[src/rtl/ifmap_data_feeder_if.sv]
// Loader/core handshake bundle for the ifmap feeder: loader write port and core request/valid port.
// slave = feeder side, master = loader/core side.
interface ifmap_data_feeder_if #(
  parameter int DW = 24
);
  logic [DW-1:0] i_wr_data;
  logic          i_wr_val;
  logic          o_wr_rdy;
  logic          i_data_req;
  logic [DW-1:0] o_data;
  logic          o_data_val;

  modport slave (
    input  i_wr_data, i_wr_val, i_data_req,
    output o_wr_rdy, o_data, o_data_val
  );

  modport master (
    output i_wr_data, i_wr_val, i_data_req,
    input  o_wr_rdy, o_data, o_data_val
  );
endinterface

[src/rtl/ifmap_data_feeder.sv]
// Buffers channel-packed ifmap words and hands one per granted core request, counting words per layer.
// Optional IFMAP_FEEDER_STAT_EN adds o_stall_cnt (cycles spent requesting from an empty buffer in RUN).
module ifmap_data_feeder #(
  parameter  int BIT_WIDTH   = 8,
  parameter  int NUM_CHANNEL = 3,
  parameter  int FIFO_DEPTH  = 16,
  parameter  int REG_WIDTH   = 32,
  localparam int DW          = BIT_WIDTH * NUM_CHANNEL,
  localparam int AW          = $clog2(FIFO_DEPTH),
  localparam int LW          = AW + 1
) (
  input  logic                 clk,
  input  logic                 rst,
  ifmap_data_feeder_if.slave   bus,
  input  logic [REG_WIDTH-1:0] i_conf_ctrl,
  input  logic [REG_WIDTH-1:0] i_conf_cnt,
  output logic [LW-1:0]        o_level,
  output logic                 o_done
`ifdef IFMAP_FEEDER_STAT_EN
  ,
  output logic [REG_WIDTH-1:0] o_stall_cnt
`endif
);

  typedef enum logic [1:0] {IDLE, RUN, DONE} state_t;

  state_t               state_q, state_d;
  logic [DW-1:0]        mem [FIFO_DEPTH];
  logic [AW:0]          wr_ptr, rd_ptr;
  logic [REG_WIDTH-1:0] total, sent_cnt;
  logic                 full, empty, push, pop, start, last_pop;
  logic                 en, flush;
  logic                 unused_ctrl;

  assign en          = i_conf_ctrl[0];
  assign flush       = i_conf_ctrl[1];
  assign unused_ctrl = ^i_conf_ctrl[REG_WIDTH-1:2];

  // Wrap bit distinguishes full from empty when addresses coincide.
  assign full  = (wr_ptr[AW-1:0] == rd_ptr[AW-1:0]) && (wr_ptr[AW] != rd_ptr[AW]);
  assign empty = (wr_ptr == rd_ptr);

  assign bus.o_wr_rdy = !full;
  assign o_level      = wr_ptr - rd_ptr;
  assign o_done       = (state_q == DONE);

  // Both qualifiers use registered pointers only, so there is no write-to-read bypass.
  assign push     = bus.i_wr_val && !full && !flush;
  assign pop      = (state_q == RUN) && bus.i_data_req && !empty && !flush;
  assign last_pop = (sent_cnt == total - REG_WIDTH'(1));

  always_comb begin
    state_d = state_q;
    start   = 1'b0;
    if (flush) begin
      state_d = IDLE;
    end else begin
      case (state_q)
        IDLE: if (en && (i_conf_cnt != '0)) begin
          state_d = RUN;
          start   = 1'b1;
        end
        RUN:  if (pop && last_pop) state_d = DONE;
        DONE: if (!en) state_d = IDLE;
        default: state_d = IDLE;
      endcase
    end
  end

  always_ff @(posedge clk) begin
    if (push) mem[wr_ptr[AW-1:0]] <= bus.i_wr_data;
  end

  always_ff @(posedge clk) begin
    if (rst) begin
      state_q        <= IDLE;
      wr_ptr         <= '0;
      rd_ptr         <= '0;
      total          <= '0;
      sent_cnt       <= '0;
      bus.o_data     <= '0;
      bus.o_data_val <= 1'b0;
    end else begin
      state_q        <= state_d;
      bus.o_data_val <= pop;
      if (flush) begin
        wr_ptr   <= '0;
        rd_ptr   <= '0;
        sent_cnt <= '0;
      end else begin
        if (push) wr_ptr <= wr_ptr + 1'b1;
        if (pop) begin
          rd_ptr     <= rd_ptr + 1'b1;
          bus.o_data <= mem[rd_ptr[AW-1:0]];
        end
        if (start) begin
          total    <= i_conf_cnt;
          sent_cnt <= '0;
        end else if (pop) begin
          sent_cnt <= sent_cnt + 1'b1;
        end
      end
    end
  end

`ifdef IFMAP_FEEDER_STAT_EN
  always_ff @(posedge clk) begin
    if (rst || flush || start)
      o_stall_cnt <= '0;
    else if ((state_q == RUN) && bus.i_data_req && empty && (o_stall_cnt != '1))
      o_stall_cnt <= o_stall_cnt + 1'b1;
  end
`endif

endmodule

[src/flat_wrapper.sv]
// flat-port wrapper written by rule: the top's interface ports become plain ports
module ifmap_data_feeder_flat 
#(
  parameter  int BIT_WIDTH   = 8,
  parameter  int NUM_CHANNEL = 3,
  parameter  int FIFO_DEPTH  = 16,
  parameter  int REG_WIDTH   = 32,
  localparam int DW          = BIT_WIDTH * NUM_CHANNEL,
  localparam int AW          = $clog2(FIFO_DEPTH),
  localparam int LW          = AW + 1
)
  (clk, rst, i_conf_ctrl, i_conf_cnt, o_level, o_done, bus_i_wr_data, bus_i_wr_val, bus_i_data_req, bus_o_wr_rdy, bus_o_data, bus_o_data_val);
  ifmap_data_feeder_if #(.DW((24))) bus_i ();
  input  logic clk;
  input  logic rst;
  input  logic [REG_WIDTH-1:0] i_conf_ctrl;
  input  logic [REG_WIDTH-1:0] i_conf_cnt;
  output logic [LW-1:0] o_level;
  output logic o_done;
  input wire logic [$bits(bus_i.i_wr_data)-1:0] bus_i_wr_data;
  input wire logic [$bits(bus_i.i_wr_val)-1:0] bus_i_wr_val;
  input wire logic [$bits(bus_i.i_data_req)-1:0] bus_i_data_req;
  output wire logic [$bits(bus_i.o_wr_rdy)-1:0] bus_o_wr_rdy;
  output wire logic [$bits(bus_i.o_data)-1:0] bus_o_data;
  output wire logic [$bits(bus_i.o_data_val)-1:0] bus_o_data_val;
  assign bus_i.i_wr_data = bus_i_wr_data;
  assign bus_i.i_wr_val = bus_i_wr_val;
  assign bus_i.i_data_req = bus_i_data_req;
  assign bus_o_wr_rdy = bus_i.o_wr_rdy;
  assign bus_o_data = bus_i.o_data;
  assign bus_o_data_val = bus_i.o_data_val;
  ifmap_data_feeder #(.BIT_WIDTH(BIT_WIDTH), .NUM_CHANNEL(NUM_CHANNEL), .FIFO_DEPTH(FIFO_DEPTH), .REG_WIDTH(REG_WIDTH)) u_core (.clk(clk), .rst(rst), .bus(bus_i), .i_conf_ctrl(i_conf_ctrl), .i_conf_cnt(i_conf_cnt), .o_level(o_level), .o_done(o_done));
endmodule
[config.mk]
export PLATFORM = sky130hd
export DESIGN_NAME = ifmap_data_feeder_flat
export DESIGN_NICKNAME = d
export VERILOG_FILES = /design/src/rtl/ifmap_data_feeder_if.sv /design/src/rtl/ifmap_data_feeder.sv /design/src/flat_wrapper.sv
export SDC_FILE = /design/constraint.sdc
export NUM_CORES = 1
export LEC_CHECK = 0
export ABC_AREA = 1
export ABC_CLOCK_PERIOD_IN_PS = 3500
export BUFFER_PORTS_ARGS = -buffer_cell sky130_fd_sc_hd__buf_2
export CAP_MARGIN = 20
export CORE_MARGIN = 2
export CORE_UTILIZATION = 40
export CTS_CLUSTER_SIZE = 40
export DETAILED_ROUTE_END_ITERATION = 7
export SLEW_MARGIN = 20
export SYNTH_ARGS = -nofsm -noshare
export SYNTH_HDL_FRONTEND = slang
export SYNTH_SLANG_ARGS = --single-unit
[constraint.sdc]
create_clock -name clk -period 3.5 [get_ports clk]
set_clock_uncertainty 0.15 [all_clocks]
set_input_delay 0.35 -clock clk [delete_from_list [all_inputs] [get_ports clk]]
set_output_delay 0.35 -clock clk [all_outputs]
set_load 0.02 [all_outputs]
* After elaboration in Yosys (flattened, before gate mapping)
Memory sizes are Yosys's and may differ from the RTL's. A register that Yosys moved wholly into a read port is not among the register bits.
Cells that the tools add are included.
** Word-level totals
- Register bits after elaboration :: 77
- Bits in latches :: 0
- RAM bits :: 384
- Memory bits (read-only) :: 0
- Input port bits :: 92
- Output and inout bits :: 32
- Memories :: 1
** Memory list
- u_core.mem :: depth 16, bits a word 24, read ports 1, clocked after memory_dff 1, write ports 1, line ifmap_data_feeder.sv:28 : logic [DW-1:0] mem [FIFO_DEPTH];
** Operators by class
- Add/sub/neg operators :: 5
- $mul :: 0
- Div/mod/pow operators :: 0
- Magnitude comparators :: 0
- Equality and inequality tests :: 9
- Shift-type cells :: 0
- Mux-type cells :: 9
- Bitwise gates (word level) :: 1
- Reduce and logical (&&, ||, !) cells :: 18
** Operators by type and width (count)
- adder 32 x 1 -> 32 bit, second input constant :: 1
- equality test 32 bit :: 1
- nonzero test 32 bit :: 1
- subtractor 32 x 1 -> 32 bit, second input constant :: 1
- adder 5 x 1 -> 5 bit, second input constant :: 2
- logical AND 1 bit :: 8
- two-way mux 2 bit :: 3
- case mux 2 bit (3 select lines) :: 1
- equality test 5 bit :: 1
- two-way mux 1 bit :: 5
- subtractor 5 bit :: 1
- equality test 4 bit :: 1
- inequality test 2 bit, second input constant :: 2
- AND reduction 2 bit :: 2
- zero test 1 bit :: 3
- AND reduction 3 bit :: 1
- OR reduction 3 bit :: 1
- equality test 2 x 1 -> 1 bit, second input constant :: 1
- equality test 2 bit, second input constant :: 1
- zero test 2 bit :: 1
- inequality test 2 x 1 -> 1 bit, second input constant :: 1
- OR reduction 2 bit :: 1
- inequality test 1 bit :: 1
- NOT 1 bit :: 1

* Depth between registers and ports, before layout
- Depth after elaboration :: 7
- Depth in mapped cells :: 18
- Gate-level depth less buffers :: 18

* Worst setup path before layout
Ideal clock, no wire load.
- Path type :: flip-flop to flip-flop
- Start :: register u_core.rd_ptr[2]
- End :: memory u_core.mem[15][0], enable pin
- Arrival :: 3.309 ns
- Required time :: 2.943 ns
- Slack :: -0.366 ns
- Cell stages (with the launch flop) :: 12
- Buffers on the path :: 2
- Clock period less this slack :: 3.866 ns
- Path through :: dfxtp_1 > clkbuf_1 > clkinv_1 > clkbuf_1 > ha_1 > nand2_1 > nor2_1 > nand3_1 > nand2_1 > nor2_1 > inv_1 > nor2_1
** Between the ends
- Word-level cells in the longest chain between the ends :: 7
** Ends and longest elaborated chain
- start: declaration :: line ifmap_data_feeder.sv:29 : logic [AW:0] wr_ptr, rd_ptr;
- start signal: assignment :: line ifmap_data_feeder.sv:93 : rd_ptr <= rd_ptr + 1'b1;
- equality test 4 bit :: line ifmap_data_feeder.sv:40 : assign full = (wr_ptr[AW-1:0] == rd_ptr[AW-1:0]) && (wr_ptr[AW] != rd_ptr[AW]);
- logical AND 1 bit :: line ifmap_data_feeder.sv:40
- zero test 1 bit
- via bus_o_wr_rdy :: line flat_wrapper.sv:23 : output wire logic [$bits(bus_i.o_wr_rdy)-1:0] bus_o_wr_rdy;
- logical AND 1 bit (2 in series) :: line ifmap_data_feeder.sv:48 : assign push = bus.i_wr_val && !full && !flush;
- two-way mux 1 bit :: line ifmap_data_feeder.sv:71 : if (push) mem[wr_ptr[AW-1:0]] <= bus.i_wr_data;
- two-way mux 1 bit (not written as such) :: line ifmap_data_feeder.sv:71
- end: declaration :: line ifmap_data_feeder.sv:28
The timed path passes the listed nets, and every way through them passes these cells.

* Worst setup path after layout
- Start :: register u_core.wr_ptr[2]
- End :: memory u_core.mem[9][16], enable pin
** Between the ends
- Word-level cells in the longest chain between the ends :: 7
** Ends and longest elaborated chain
- start: declaration :: line ifmap_data_feeder.sv:29
- start signal: assignment :: line ifmap_data_feeder.sv:91 : if (push) wr_ptr <= wr_ptr + 1'b1;
- equality test 4 bit :: line ifmap_data_feeder.sv:40
- logical AND 1 bit :: line ifmap_data_feeder.sv:40
- zero test 1 bit :: line ifmap_data_feeder.sv:48
- logical AND 1 bit (2 in series) :: line ifmap_data_feeder.sv:48
- two-way mux 1 bit :: line ifmap_data_feeder.sv:71
- two-way mux 1 bit (not written as such) :: line ifmap_data_feeder.sv:71
Several ways; a longest one is shown, not always the timed one.

==> summary.txt <==
Hpwl dp - 32.6 mm
Synth cell count leaders - edfxtp_1 (384), nor2_1 (344), o21ai_0 (269), nand2_1 (214), inv_1 (109)
Clk slew on worst S/H paths - 0.06 ns
Final WL - 55.5 mm
Initial DRC count - 1376
Post-synth EDFFs - 384
Largest net degree at the start of global routing - 195
Share of Yosys cell area claimed by the top area cell type - 0.564
Final hold vios - 0
R2R depth - 9
Clock buffer count from CTS - 50
Post-Synthesis Net Count - 2005
DRT Pass-1 Iters - 5
Initial Utilization - 0.406
Clock root buffer - clkbuf_16
Multi-input gate area - 0.00621 mm2
Core area - 0.0503 mm2
Top Ports - 124
Clock buffer depth - 3
Clock latency on the worst-skew pair - 0.59 ns
Final min period - 3.09 ns
Worst Path Required - 3.63 ns
Vias per cell - 5.37
XOR/XNOR Fraction of Synth Area - 0.0223
Synth area leader - edfxtp_1
Yosys cell types - 40
Worst R2R Start - u_core.wr_ptr[2]
CTS H-tree lvls - 2
Yosys reg bits - 485
Clk pwr share - 0.434
Int Power - 9.60 mW
Largest family of logic cells by synthesized area - simple AND/OR/NAND/NOR gates
Area grow syn2layout - 18.7%
Worst Setup Start Kind - flip-flop
Avg Cell Area, Syn - 10.7 um2
Mapped cell area - 0.0204 mm2
Initial antenna violation count - 2
Fmax - 323 MHz
Cell with the most instances after synthesis - edfxtp_1
Synth Area in Compound Gates - 0.129
Fillers - 4605
WP data arrival - 3.23 ns
Die Y - 230 um
Net switching share of the total power - 0.218
Crit path to - u_core.mem[9][16]
Multiplexer share of the synthesized area - 0
Vias in the first global route - 14500
Sequential cell area fraction in the yosys report - 0.663
Nets - 2155
Die width - 230 um
Final period util - 0.883
Slew HR - 0.285
YS warnings - 0
Post-Synth Adder-Cell Area - 0.00771
Routed Antenna Nets - 0
Fin util - 0.483
Maximum vdd drop - 0.408 mV
Place WS - 0.262 ns
Gate power share - 0.053
Total GRT Usage - 0.208
Synth top area cells - edfxtp_1 (56%), dfxtp_1 (9.9%), o21ai_0 (6.6%)
Final Max Tran Viols - 0
First-pass GRT wire length - 84.6 mm
Congestion Overflow GR - 0
CP Class - flip-flop to flip-flop
Worst reg2reg setup slack - 0.41 ns
Worst Hold Depth - 3
Count of input and output buffers - 93
Pleak - 8.66 nW
RSZ-0062 raised after global routing - no
Hold Crit Class - input pin to flip-flop
GP Congestion - 0.939
Crit path launch - u_core.wr_ptr[2]
Via count - 14800
Final setup violating endpoints - 0
Placed cell areas - 0.0220 mm2
CTS tree - built
TritonCTS Sinks - 485
Synthesized instance count - 1901
Layout cells sized above 1 - 0.126
Total area of sequential cells - 0.0136 mm2
Least-Margin Pin Slew - 1.07 ns
Power Density - 506 mW/mm2
FP Rows - 82
Final WS setup - 0.408 ns
Outcome - complete, no violations
Setup bufs post-CTS - 0
Net switching power - 2.68 mW
Worst Path Max Fanout - 20
Drt wl/cell - 20.1 um
Async S/R FF share, synth - 0
Post-Synth Simple-Gate Area - 0.138
Sequential power share - 0.514
Final instance area - 0.0243 mm2
Top FF cell, synth - edfxtp_1
Remaining DRCs - 0
Die area - 0.0529 mm2
Max Cap Viol - 0
Setup crit end kind - flip-flop
Reg-to-Reg End - u_core.mem[9][16]
sequential cells by signal, summed over array words and instances (netlist names):
| register | cells |
|---|---|
| u_core.total | 32 |
| u_core.rd_ptr | 5 |
| u_core.bus.o_data_val | 1 |
| u_core.sent_cnt | 32 |
| u_core.state_q | 2 |
| u_core.mem | 384 |
| u_core.wr_ptr | 5 |
| u_core.bus.o_data | 24 |
logic make-up after synthesis:
family          count (synthesis)
compound gates                472
fa+ha+maj                      12
simple gates                  671
flops                         485
buf+inv                       209
xor+xnor                       52
how the worst min path moves through the flow:
stage | startpoint | end
2_1_floorplan | rst | u_core.bus.o_data_val
3_3_place_gp | u_core.wr_ptr[4] | u_core.wr_ptr[4]
3_5_place_dp | u_core.total[31] | u_core.total[31]
4_1_cts | bus_i_data_req | u_core.sent_cnt[2]
5_1_grt | i_conf_ctrl[1] | u_core.total[7]
6_report | i_conf_ctrl[1] | u_core.total[7]
worst max-delay path: stages (launching register included):
cell and delay (ns):
dfxtp_1 0.48, ha_1 0.34, nand2_1 0.10, nor2_1 0.10, nand3_1 0.11, nand2_1 0.14
nor2_1 0.36, nand2_1 0.36, nor2_4 0.35, buf_12 0.25
power groups by stage:
stage	sequential, mW	combinational [mW]	clock (mW)
floorplan	6.42	0.362	0
global placement	6.43	0.582	0
detailed placement	6.43	0.589	0
CTS	6.31	0.646	5.43
global route	6.31	0.737	5.63
finish	6.31	0.648	5.33
per-layer routing:
metal	global-route usage	vias up	routed length, um
li1	-	7027	-
met1	0.284	7225	24700
met2	0.341	483	26000
met3	0.0291	103	3270
met4	0.0726	2	1530
met5	0	-	11
per-stage QoR:
step	TNS [ns]	total power, mW	instances	hold slack, ns
2_1_floorplan	-117.51	6.78	1901	0.272
3_3_place_gp	0	7.01	2612	0.309
3_5_place_dp	0	7.02	2612	0.323
4_1_cts	0	12.4	2762	0.0898
5_1_grt	0	12.7	2763	0.156
6_report	0	12.3	2764	0.141
final cells by class:
cell class              instances  share of cell area
flip-flops and latches        485               0.559
clock buffers                  72              0.0601
repair buffers                194              0.0643
multi-input cells            1207               0.256
inverters                     113              0.0176
well taps                     672              0.0347
clock inverters                19             0.00794
diodes                          2            0.000206
repair_timing:
action,in CTS,in global routing
gates resized for setup,0,0
hold endpoints to repair,416,0
hold buffers,59,0
placed cells by master (no fill, tap or decap), types with 5 or more instances in the layout:
| master | n |
|---|---|
| nor4_1 | 6 |
| nand2_1 | 214 |
| edfxtp_1 | 384 |
| clkbuf_16 | 51 |
| a21oi_1 | 69 |
| o22ai_1 | 58 |
| nor2_4 | 24 |
| nor3_1 | 13 |
| xnor2_1 | 12 |
| nor2_1 | 326 |
| o221ai_1 | 38 |
| nand3_2 | 5 |
| clkbuf_1 | 10 |
| o211ai_1 | 10 |
| xor2_1 | 40 |
| buf_12 | 15 |
| buf_2 | 93 |
| dfxtp_1 | 98 |
| inv_1 | 107 |
| clkinv_1 | 9 |
| dlygate4sd3_1 | 59 |
| ha_1 | 11 |
| clkbuf_8 | 10 |
| nand3_1 | 51 |
| buf_4 | 27 |
| a31oi_1 | 24 |
| nand4_1 | 10 |
| o21ai_0 | 269 |
Power figures use the tool's default switching activity.
